--- config.mk ---
export PLATFORM = sky130hd
export DESIGN_NAME = mux_ext_reg_flat
export DESIGN_NICKNAME = d
export VERILOG_FILES = /design/src/rtl/mux_ext_reg_if.sv /design/src/rtl/mux_ext_reg.sv /design/src/flat_wrapper.sv
export SDC_FILE = /design/constraint.sdc
export NUM_CORES = 1
export LEC_CHECK = 0
export ABC_AREA = 1
export CORE_MARGIN = 2
export CORE_UTILIZATION = 45
export CTS_BUF_LIST = sky130_fd_sc_hd__clkbuf_2
export CTS_CLUSTER_DIAMETER = 60
export CTS_CLUSTER_SIZE = 16
export DETAILED_ROUTE_END_ITERATION = 8
export PLACE_DENSITY = 0.84
export SLEW_MARGIN = 15
export SYNTH_ARGS = -nofsm -noshare
export SYNTH_HDL_FRONTEND = slang
export SYNTH_SLANG_ARGS = --single-unit
--- constraint.sdc ---
create_clock -name clk -period 2.7 [get_ports clk]
set_input_delay 0.81 -clock clk [delete_from_list [all_inputs] [get_ports clk]]
set_output_delay 0.81 -clock clk [all_outputs]
set_load 0.05 [all_outputs]
--- src/rtl/mux_ext_reg_if.sv ---
// Handshake bundle for mux_ext_reg: upstream select/extend request and
// downstream extended word, each with its own valid/ready pair.
interface mux_ext_reg_if #(
    parameter int IN_W   = 32,
    parameter int OUT_W  = 34,
    parameter int NUM_IN = 4,
    parameter int SEL_W  = 2
) ();
    logic [NUM_IN*IN_W-1:0] in_data;
    logic [SEL_W-1:0]       in_sel;
    logic                   in_ext;
    logic                   in_valid;
    logic                   in_ready;
    logic [OUT_W-1:0]       out_data;
    logic [SEL_W-1:0]       out_src;
    logic                   out_err;
    logic                   out_valid;
    logic                   out_ready;

    // Seen from the selector block itself
    modport slave (
        input  in_data, in_sel, in_ext, in_valid, out_ready,
        output in_ready, out_data, out_src, out_err, out_valid
    );

    // Seen from the environment driving the block
    modport master (
        output in_data, in_sel, in_ext, in_valid, out_ready,
        input  in_ready, out_data, out_src, out_err, out_valid
    );
endinterface

--- src/rtl/mux_ext_reg.sv ---
// N-way selector with zero/sign extension and a 2-entry skid-buffered,
// fully registered output stage (valid/ready on both sides).
module mux_ext_reg #(
    parameter int IN_W   = 32,
    parameter int OUT_W  = 34,
    parameter int NUM_IN = 4,
    parameter int SEL_W  = 2
) (
    input  logic             clk,
    input  logic             rst_n,
    mux_ext_reg_if.slave     bus
);
    if (OUT_W < IN_W) begin : g_bad_width
        $error("mux_ext_reg: OUT_W must be >= IN_W");
    end
    if ((NUM_IN < 2) || (NUM_IN > 16)) begin : g_bad_num
        $error("mux_ext_reg: NUM_IN must be in 2..16");
    end
    if ((2 ** SEL_W) < NUM_IN) begin : g_bad_sel
        $error("mux_ext_reg: SEL_W too narrow for NUM_IN");
    end

    typedef enum logic [1:0] {
        EMPTY = 2'd0,
        ONE   = 2'd1,
        TWO   = 2'd2
    } state_t;

    // Widen a word; the fill bits are the sign bit only when sign-extending.
    // Writing the low slice over a filled vector also covers OUT_W == IN_W.
    function automatic logic [OUT_W-1:0] extend_word(input logic [IN_W-1:0] w,
                                                     input logic ext);
        logic [OUT_W-1:0] r;
        r = {OUT_W{ext & w[IN_W-1]}};
        r[IN_W-1:0] = w;
        return r;
    endfunction

    state_t             state_r;
    logic [OUT_W-1:0]   main_data_r;
    logic [SEL_W-1:0]   main_src_r;
    logic               main_err_r;
    logic [OUT_W-1:0]   skid_data_r;
    logic [SEL_W-1:0]   skid_src_r;
    logic               skid_err_r;
    logic               in_ready_r;
    logic               out_valid_r;

    logic [IN_W-1:0]    pick_s;
    logic               err_s;
    logic [OUT_W-1:0]   new_data_s;
    logic               accept_s;
    logic               fire_s;

    // Select the addressed input; an unmatched selector yields zero with err set
    always_comb begin
        pick_s = {IN_W{1'b0}};
        err_s  = 1'b1;
        for (int k = 0; k < NUM_IN; k++) begin
            if (bus.in_sel == SEL_W'(k)) begin
                pick_s = bus.in_data[k*IN_W +: IN_W];
                err_s  = 1'b0;
            end else begin
                pick_s = pick_s;
                err_s  = err_s;
            end
        end
        new_data_s = extend_word(pick_s, bus.in_ext);
    end

    assign accept_s = bus.in_valid & in_ready_r;
    assign fire_s   = out_valid_r & bus.out_ready;

    // Occupancy FSM with main/skid storage; ready and valid are registered
    always_ff @(posedge clk or negedge rst_n) begin
        if (!rst_n) begin
            state_r     <= EMPTY;
            main_data_r <= {OUT_W{1'b0}};
            main_src_r  <= {SEL_W{1'b0}};
            main_err_r  <= 1'b0;
            skid_data_r <= {OUT_W{1'b0}};
            skid_src_r  <= {SEL_W{1'b0}};
            skid_err_r  <= 1'b0;
            in_ready_r  <= 1'b1;
            out_valid_r <= 1'b0;
        end else begin
            case (state_r)
                EMPTY: begin
                    if (accept_s) begin
                        main_data_r <= new_data_s;
                        main_src_r  <= bus.in_sel;
                        main_err_r  <= err_s;
                        state_r     <= ONE;
                        out_valid_r <= 1'b1;
                    end
                end
                ONE: begin
                    if (accept_s && fire_s) begin
                        main_data_r <= new_data_s;
                        main_src_r  <= bus.in_sel;
                        main_err_r  <= err_s;
                    end else if (accept_s) begin
                        skid_data_r <= new_data_s;
                        skid_src_r  <= bus.in_sel;
                        skid_err_r  <= err_s;
                        state_r     <= TWO;
                        in_ready_r  <= 1'b0;
                    end else if (fire_s) begin
                        state_r     <= EMPTY;
                        out_valid_r <= 1'b0;
                    end
                end
                TWO: begin
                    if (fire_s) begin
                        main_data_r <= skid_data_r;
                        main_src_r  <= skid_src_r;
                        main_err_r  <= skid_err_r;
                        state_r     <= ONE;
                        in_ready_r  <= 1'b1;
                    end
                end
                default: begin
                    state_r     <= EMPTY;
                    in_ready_r  <= 1'b1;
                    out_valid_r <= 1'b0;
                end
            endcase
        end
    end

    assign bus.in_ready  = in_ready_r;
    assign bus.out_valid = out_valid_r;
    assign bus.out_data  = main_data_r;
    assign bus.out_src   = main_src_r;
    assign bus.out_err   = main_err_r;
endmodule
--- src/flat_wrapper.sv ---
// flat-port wrapper written by rule: the top's interface ports become plain ports
module mux_ext_reg_flat 
#(
    parameter int IN_W   = 32,
    parameter int OUT_W  = 34,
    parameter int NUM_IN = 4,
    parameter int SEL_W  = 2
)
  (clk, rst_n, bus_in_data, bus_in_sel, bus_in_ext, bus_in_valid, bus_out_ready, bus_in_ready, bus_out_data, bus_out_src, bus_out_err, bus_out_valid);
  mux_ext_reg_if #(.IN_W(IN_W), .OUT_W(OUT_W), .NUM_IN(NUM_IN), .SEL_W(SEL_W)) bus_i ();
  input  logic clk;
  input  logic rst_n;
  input wire logic [$bits(bus_i.in_data)-1:0] bus_in_data;
  input wire logic [$bits(bus_i.in_sel)-1:0] bus_in_sel;
  input wire logic [$bits(bus_i.in_ext)-1:0] bus_in_ext;
  input wire logic [$bits(bus_i.in_valid)-1:0] bus_in_valid;
  input wire logic [$bits(bus_i.out_ready)-1:0] bus_out_ready;
  output wire logic [$bits(bus_i.in_ready)-1:0] bus_in_ready;
  output wire logic [$bits(bus_i.out_data)-1:0] bus_out_data;
  output wire logic [$bits(bus_i.out_src)-1:0] bus_out_src;
  output wire logic [$bits(bus_i.out_err)-1:0] bus_out_err;
  output wire logic [$bits(bus_i.out_valid)-1:0] bus_out_valid;
  assign bus_i.in_data = bus_in_data;
  assign bus_i.in_sel = bus_in_sel;
  assign bus_i.in_ext = bus_in_ext;
  assign bus_i.in_valid = bus_in_valid;
  assign bus_i.out_ready = bus_out_ready;
  assign bus_in_ready = bus_i.in_ready;
  assign bus_out_data = bus_i.out_data;
  assign bus_out_src = bus_i.out_src;
  assign bus_out_err = bus_i.out_err;
  assign bus_out_valid = bus_i.out_valid;
  mux_ext_reg #(.IN_W(IN_W), .OUT_W(OUT_W), .NUM_IN(NUM_IN), .SEL_W(SEL_W)) u_core (.clk(clk), .rst_n(rst_n), .bus(bus_i));
endmodule
Word level (Yosys, flattened, before mapping)

Index checks and enable logic that the tools add are counted.

Flip-flop bits (word level): 77
Latch bits: 0
RAM bits: 0
Memory bits (read-only): 0
Bits of input ports: 135
Output and inout port bits: 39
Logic and storage cells: 72
Memories: 0

Add/subtract/negate cells: 0
Multiply operators: 0
Div/mod/pow operators: 0
Magnitude comparators: 0
Equal/unequal tests: 13
Shift-type cells: 0
Mux-type cells: 35
Bitwise operators: 6
Reduce and logical (&&, ||, !) cells: 9

Operators by type and width:

| operator                                                                | count |
|---|---|
| 32-bit two-way mux                                                      | 4 |
| 34-bit two-way mux                                                      | 3 |
| 34-bit case mux with 3 select lines                                     | 1 |
| 2-bit two-way mux                                                       | 8 |
| 1-bit two-way mux                                                       | 14 |
| 2-bit case mux with 3 select lines                                      | 2 |
| 4-bit AND reduction                                                     | 3 |
| 2-bit by 1-bit inequality test with 1-bit output, second input constant | 5 |
| 1-bit case mux with 3 select lines                                      | 3 |
| 2-bit == test, second input constant                                    | 3 |
| 5-bit AND reduction                                                     | 1 |
| 2-bit by 1-bit == test with 1-bit output, second input constant         | 2 |
| 2-bit zero test                                                         | 2 |
| 2-bit inequality test, second input constant                            | 2 |
| 1-bit bitwise AND                                                       | 3 |
| 3-bit by 1-bit inequality test with 1-bit output, second input constant | 1 |
| 1-bit inverter                                                          | 3 |
| 3-bit AND reduction                                                     | 1 |
| 3-bit nonzero test                                                      | 1 |
| 1-bit logical AND                                                       | 1 |

Depth between registers and ports, before layout

Gate-level depths: netlist of run 1.

Depth after elaboration: 8
Mapped depth: 10
Gate-level depth less buffers: 9

Worst setup path before layout of run 1

OpenSTA, ideal clock, no wires.

Path type: input -> register
From: input port bus_in_sel[1]
To: register u_core.main_data_r[19] (netlist: u_core.bus.out_data[19])
Library setup time: 0.118 ns
Arrival: 1.614 ns
Data required time: 2.582 ns
Slack: 0.968 ns
Cell stages on the path: 8
Path buffers: 2
Path through: buf_4 > clkbuf_1 > o21ai_0 > nand3_1 > o21ai_0 > nand2_1 > nand2_1 > nand2_1

Word-level cells in the longest chain between the ends: 7
Elaborated cells on any way between the ends: 11
Those cells by class: eq/ne: 3; mux: 7; reduce/logical: 1

RTL lines:

| element                                      | RTL line                             | text |
|---|---|---|
| start: declaration                           | flat_wrapper.sv:14                   | `input wire logic [$bits(bus_i.in_sel)-1:0] bus_in_sel;` |
| 2-bit zero test                              | mux_ext_reg.sv:60                    | `if (bus.in_sel == SEL_W'(k)) begin` |
| 32-bit two-way mux (3 in a row)              | mux_ext_reg.sv:60                    |  |
| 32-bit two-way mux (*)                       | mux_ext_reg.sv:60                    |  |
| 34-bit two-way mux, on equally long branches | mux_ext_reg.sv:98, mux_ext_reg.sv:89 |  |
| 34-bit case mux with 3 select lines (*)      | mux_ext_reg.sv:87                    | `case (state_r)` |
| end signal: assignment                       | mux_ext_reg.sv:90                    | `main_data_r <= new_data_s;` |
| end signal: assignment                       | mux_ext_reg.sv:99                    | `main_data_r <= new_data_s;` |
| end signal: assignment                       | mux_ext_reg.sv:115                   | `main_data_r <= skid_data_r;` |
| end: declaration                             | mux_ext_reg.sv:40                    | `logic [OUT_W-1:0] main_data_r;` |

Mark *: on every way between the ends. The rest lies on a longest branch, timed or not. The select of a mux whose other input is x is not followed.
A chain may end at the register's enable or synchronous reset.

Worst setup path after layout of run 1

From: register u_core.main_data_r[25] (netlist: u_core.bus.out_data[25])
To: output port bus_out_data[25]

RTL lines:

| element                  | RTL line           | text |
|---|---|---|
| start signal: assignment | mux_ext_reg.sv:78  | `main_data_r <= {OUT_W{1'b0}};` |
| start signal: assignment | mux_ext_reg.sv:90  |  |
| start signal: assignment | mux_ext_reg.sv:99  |  |
| end: declaration         | flat_wrapper.sv:19 | `output wire logic [$bits(bus_i.out_data)-1:0] bus_out_data;` |

No word-level cell between the ends.

==> results of run 1 <==
==> state kept, by name, indices dropped and copies added (netlist names) <==
register / flops
u_core.bus.out_valid: 1
u_core.skid_src_r: 2
u_core.skid_data_r: 33
u_core.bus.out_data: 33
u_core.bus.in_ready: 1
u_core.bus.out_err: 1
u_core.bus.out_src: 2
u_core.skid_err_r: 1
u_core.state_r: 2
==> report_power, final <==
| part | switching [W] | internal [W] | total, W |
|---|---|---|---|
| Combinational | 0.000154 | 0.000225 | 0.000379 |
| Clock | 0.000388 | 0.000395 | 0.000783 |
| Sequential | 0 | 0.00114 | 0.00114 |
==> synthesized netlist by cell type <==
cell / instances
nand2_1: 237
dfrtp_1: 75
nor2_1: 75
o21ai_0: 67
nand3_1: 34
o21ai_1: 31
clkbuf_1: 17
buf_2: 13
inv_1: 7
inv_2: 6
a21oi_1: 4
buf_4: 4
nor2_4: 4
o31ai_1: 3
buf_6: 2
a31oi_1: 1
buf_1: 1
clkbuf_2: 1
dfstp_2: 1
nor3_1: 1
o21ai_2: 1
o22ai_1: 1
o31ai_2: 1
==> kinds of logic (layout without fill, tap and decap cells) <==
kind of cell	count (synthesis)	after routing	synth area share, %
buf+inv	51	219	5.83
simple gates	351	351	33.9
compound gates	109	109	13.8
flops	76	76	46.4
==> path summary, 6_finish.rpt <==
kind	from	to	slack [ps]	cells after the start
min in group clk	u_core.bus.out_data[27]$_DFFE_PN0P_	u_core.bus.out_data[27]$_DFFE_PN0P_	510	2
hold / removal	rst_n	u_core.bus.out_data[30]$_DFFE_PN0P_	190	1
max in group asynchronous	rst_n	u_core.bus.in_ready$_DFFE_PN1P_	1870	2
hold reg to reg	u_core.bus.out_data[27]$_DFFE_PN0P_	u_core.bus.out_data[27]$_DFFE_PN0P_	510	2
setup / recovery	u_core.bus.out_data[25]$_DFFE_PN0P_	bus_out_data[25]	130	1
setup reg to reg	u_core.state_r[1]$_DFFE_PN0P_	u_core.bus.out_data[1]$_DFFE_PN0P_	780	8
==> stage by stage <==
| stage | power (W) | utilization, % | worst slack, ps | instance area (µm²) |
|---|---|---|---|---|
| 6_report | 0.00230 | 70.0 | 125 | 6130 |
| 5_1_grt | 0.00240 | 70.0 | 34.5 | 6130 |
| 4_1_cts | 0.00232 | 70.0 | 98.4 | 6130 |
| 3_5_place_dp | 0.00154 | 68.3 | 80.8 | 5980 |
| 3_3_place_gp | 0.00153 | 68.3 | 106 | 5980 |
| 2_1_floorplan | 0.00128 | - | 968 | 4100 |
==> layer usage <==
metal / GRT usage, % / vias up / wire length, µm
met2: 42.7 / 164 / 6370
li1: - / 2207 / -
met3: 7.24 / 28 / 837
met4: 9.69 / 0 / 360
met5: 0 / - / 0
met1: 31.6 / 2090 / 5100
==> final cells by class <==
type	instances	share of cell area, %
flip-flops and latches	76	31.0
clock buffers	10	0.816
clock inverters	5	1.65
well taps	108	2.20
multi-input cells	460	32.1
inverters	13	0.795
repair buffers	191	31.4
==> metrics.cfg, run 1 <==
[run_status]
status = finished, final reports clean

[synth]
synth_top_area_share_pct = 45.8
synth.avg_cell_area_um2 = 6.98
yosysUniqueCellTypes = 23
yosys_warnings = 0
ys_ff_latch = 76
synth_area_leaders = dfrtp_1, nand2_1, o21ai_0, nor2_1, nand3_1
syn_nets = 722
synthCells = 587
netlist_area_um2 = 4100
synth_area_leader_cell = dfrtp_1
yosysSeqAreaShare_pct = 46.4

[layout]
n_antenna_cell = 0
stdcell_count = 863
multi_input_area_um2 = 1970
nFillCells = 755
layout_common_cells = nand2_1, clkdlybuf4s50_1, nor2_1, dfrtp_1, o21ai_0
final_nets = 886
final_common_cell = nand2_1
drive_gt1_share_pct = 6.23
seq_area_um2 = 1900
area_growth_pct = 49.6

[sta]
tightest_slew_ps = 682
rsz0062_at_grt = no
min_period_over_period_pct = 95.4
setup_viol = 0
min_period_ps = 2570
slew_violations = 0
hold_violations = 0
holdWs_ps = 192
skew_ps = 29.2
fmax_mhz = 388
fin_setup_tns_ps = 0
max-slew-margin-rel_pct = 54.5

[floorplan]
die_w_um = 99.5
core_area_um2 = 8760
die_y_um = 99.5
io_pins = 174
die_area_um2 = 9890
rows = 34
start_util_pct = 46.8

[critical_path]
critPathLaunchType = flop
slowest_stage = clkdlybuf4s50_1
critPathKind = flop to output pin
path_cells = clkdlybuf4s50_1
crit_path_end_kind = output pin
cp.arrival_ps = 1760
crit_required_ps = 1890
slowest_delay_ps = 820
path_delay_family = buffers and inverters
critPathBufInv = 1
path_max_fanout = 2

[detailed_routing]
drtAntennaViolNets = 0
route.vias.total = 4489
drcViolationCount = 0
first_iter_violations = 217
routed_via_density = 5.20
post_drt_wl_per_cell_um = 14.7
drtPass1Iterations = 5
wirelength_um = 12700

[power]
leakage_nw = 2.70
ir_drop_mv = 0.210
pwr_density_cell_nw_per_um2 = 375

[flow_run]
drv_cap = 0

[clocking]
tritoncts = yes
clockBufferDepth = 2
cts_root_buf = clkbuf_2
cts_hold_buffers = 0
clk_pin_slew_worst_paths_ps = 220
cts_buffers = 9
cts_resized = 1
htree_num_levels = 3
post-cts-setup-buffers = 0
cts.sinks = 76
clock_latency_ps = 510

[global_routing]
grt_max_degree = 71
gr-total-overflow = 0
grt_pass1_vias = 4359
antenna_found_initial = 0
grt_usage_pct = 25.6
grt_pass1_wl_um = 20200

[hold_path]
hold_class = input pin to async pin

[placed_design]
placed_cells = 848
numPortBuffers = 173
place_hpwl_um = 9310
routabilityCongestion = 0.811

No activity file was read; power rests on OpenSTA's default activity.
==> run 2: changes to the inputs <==
--- a/config.mk
+++ b/config.mk
@@ -17,3 +17,4 @@
 export SYNTH_ARGS = -nofsm -noshare
 export SYNTH_HDL_FRONTEND = slang
 export SYNTH_SLANG_ARGS = --single-unit
+export TNS_END_PERCENT = 50
==> results of run 2 <==
Final layout, timing and power as in run 1 (identical DEF).
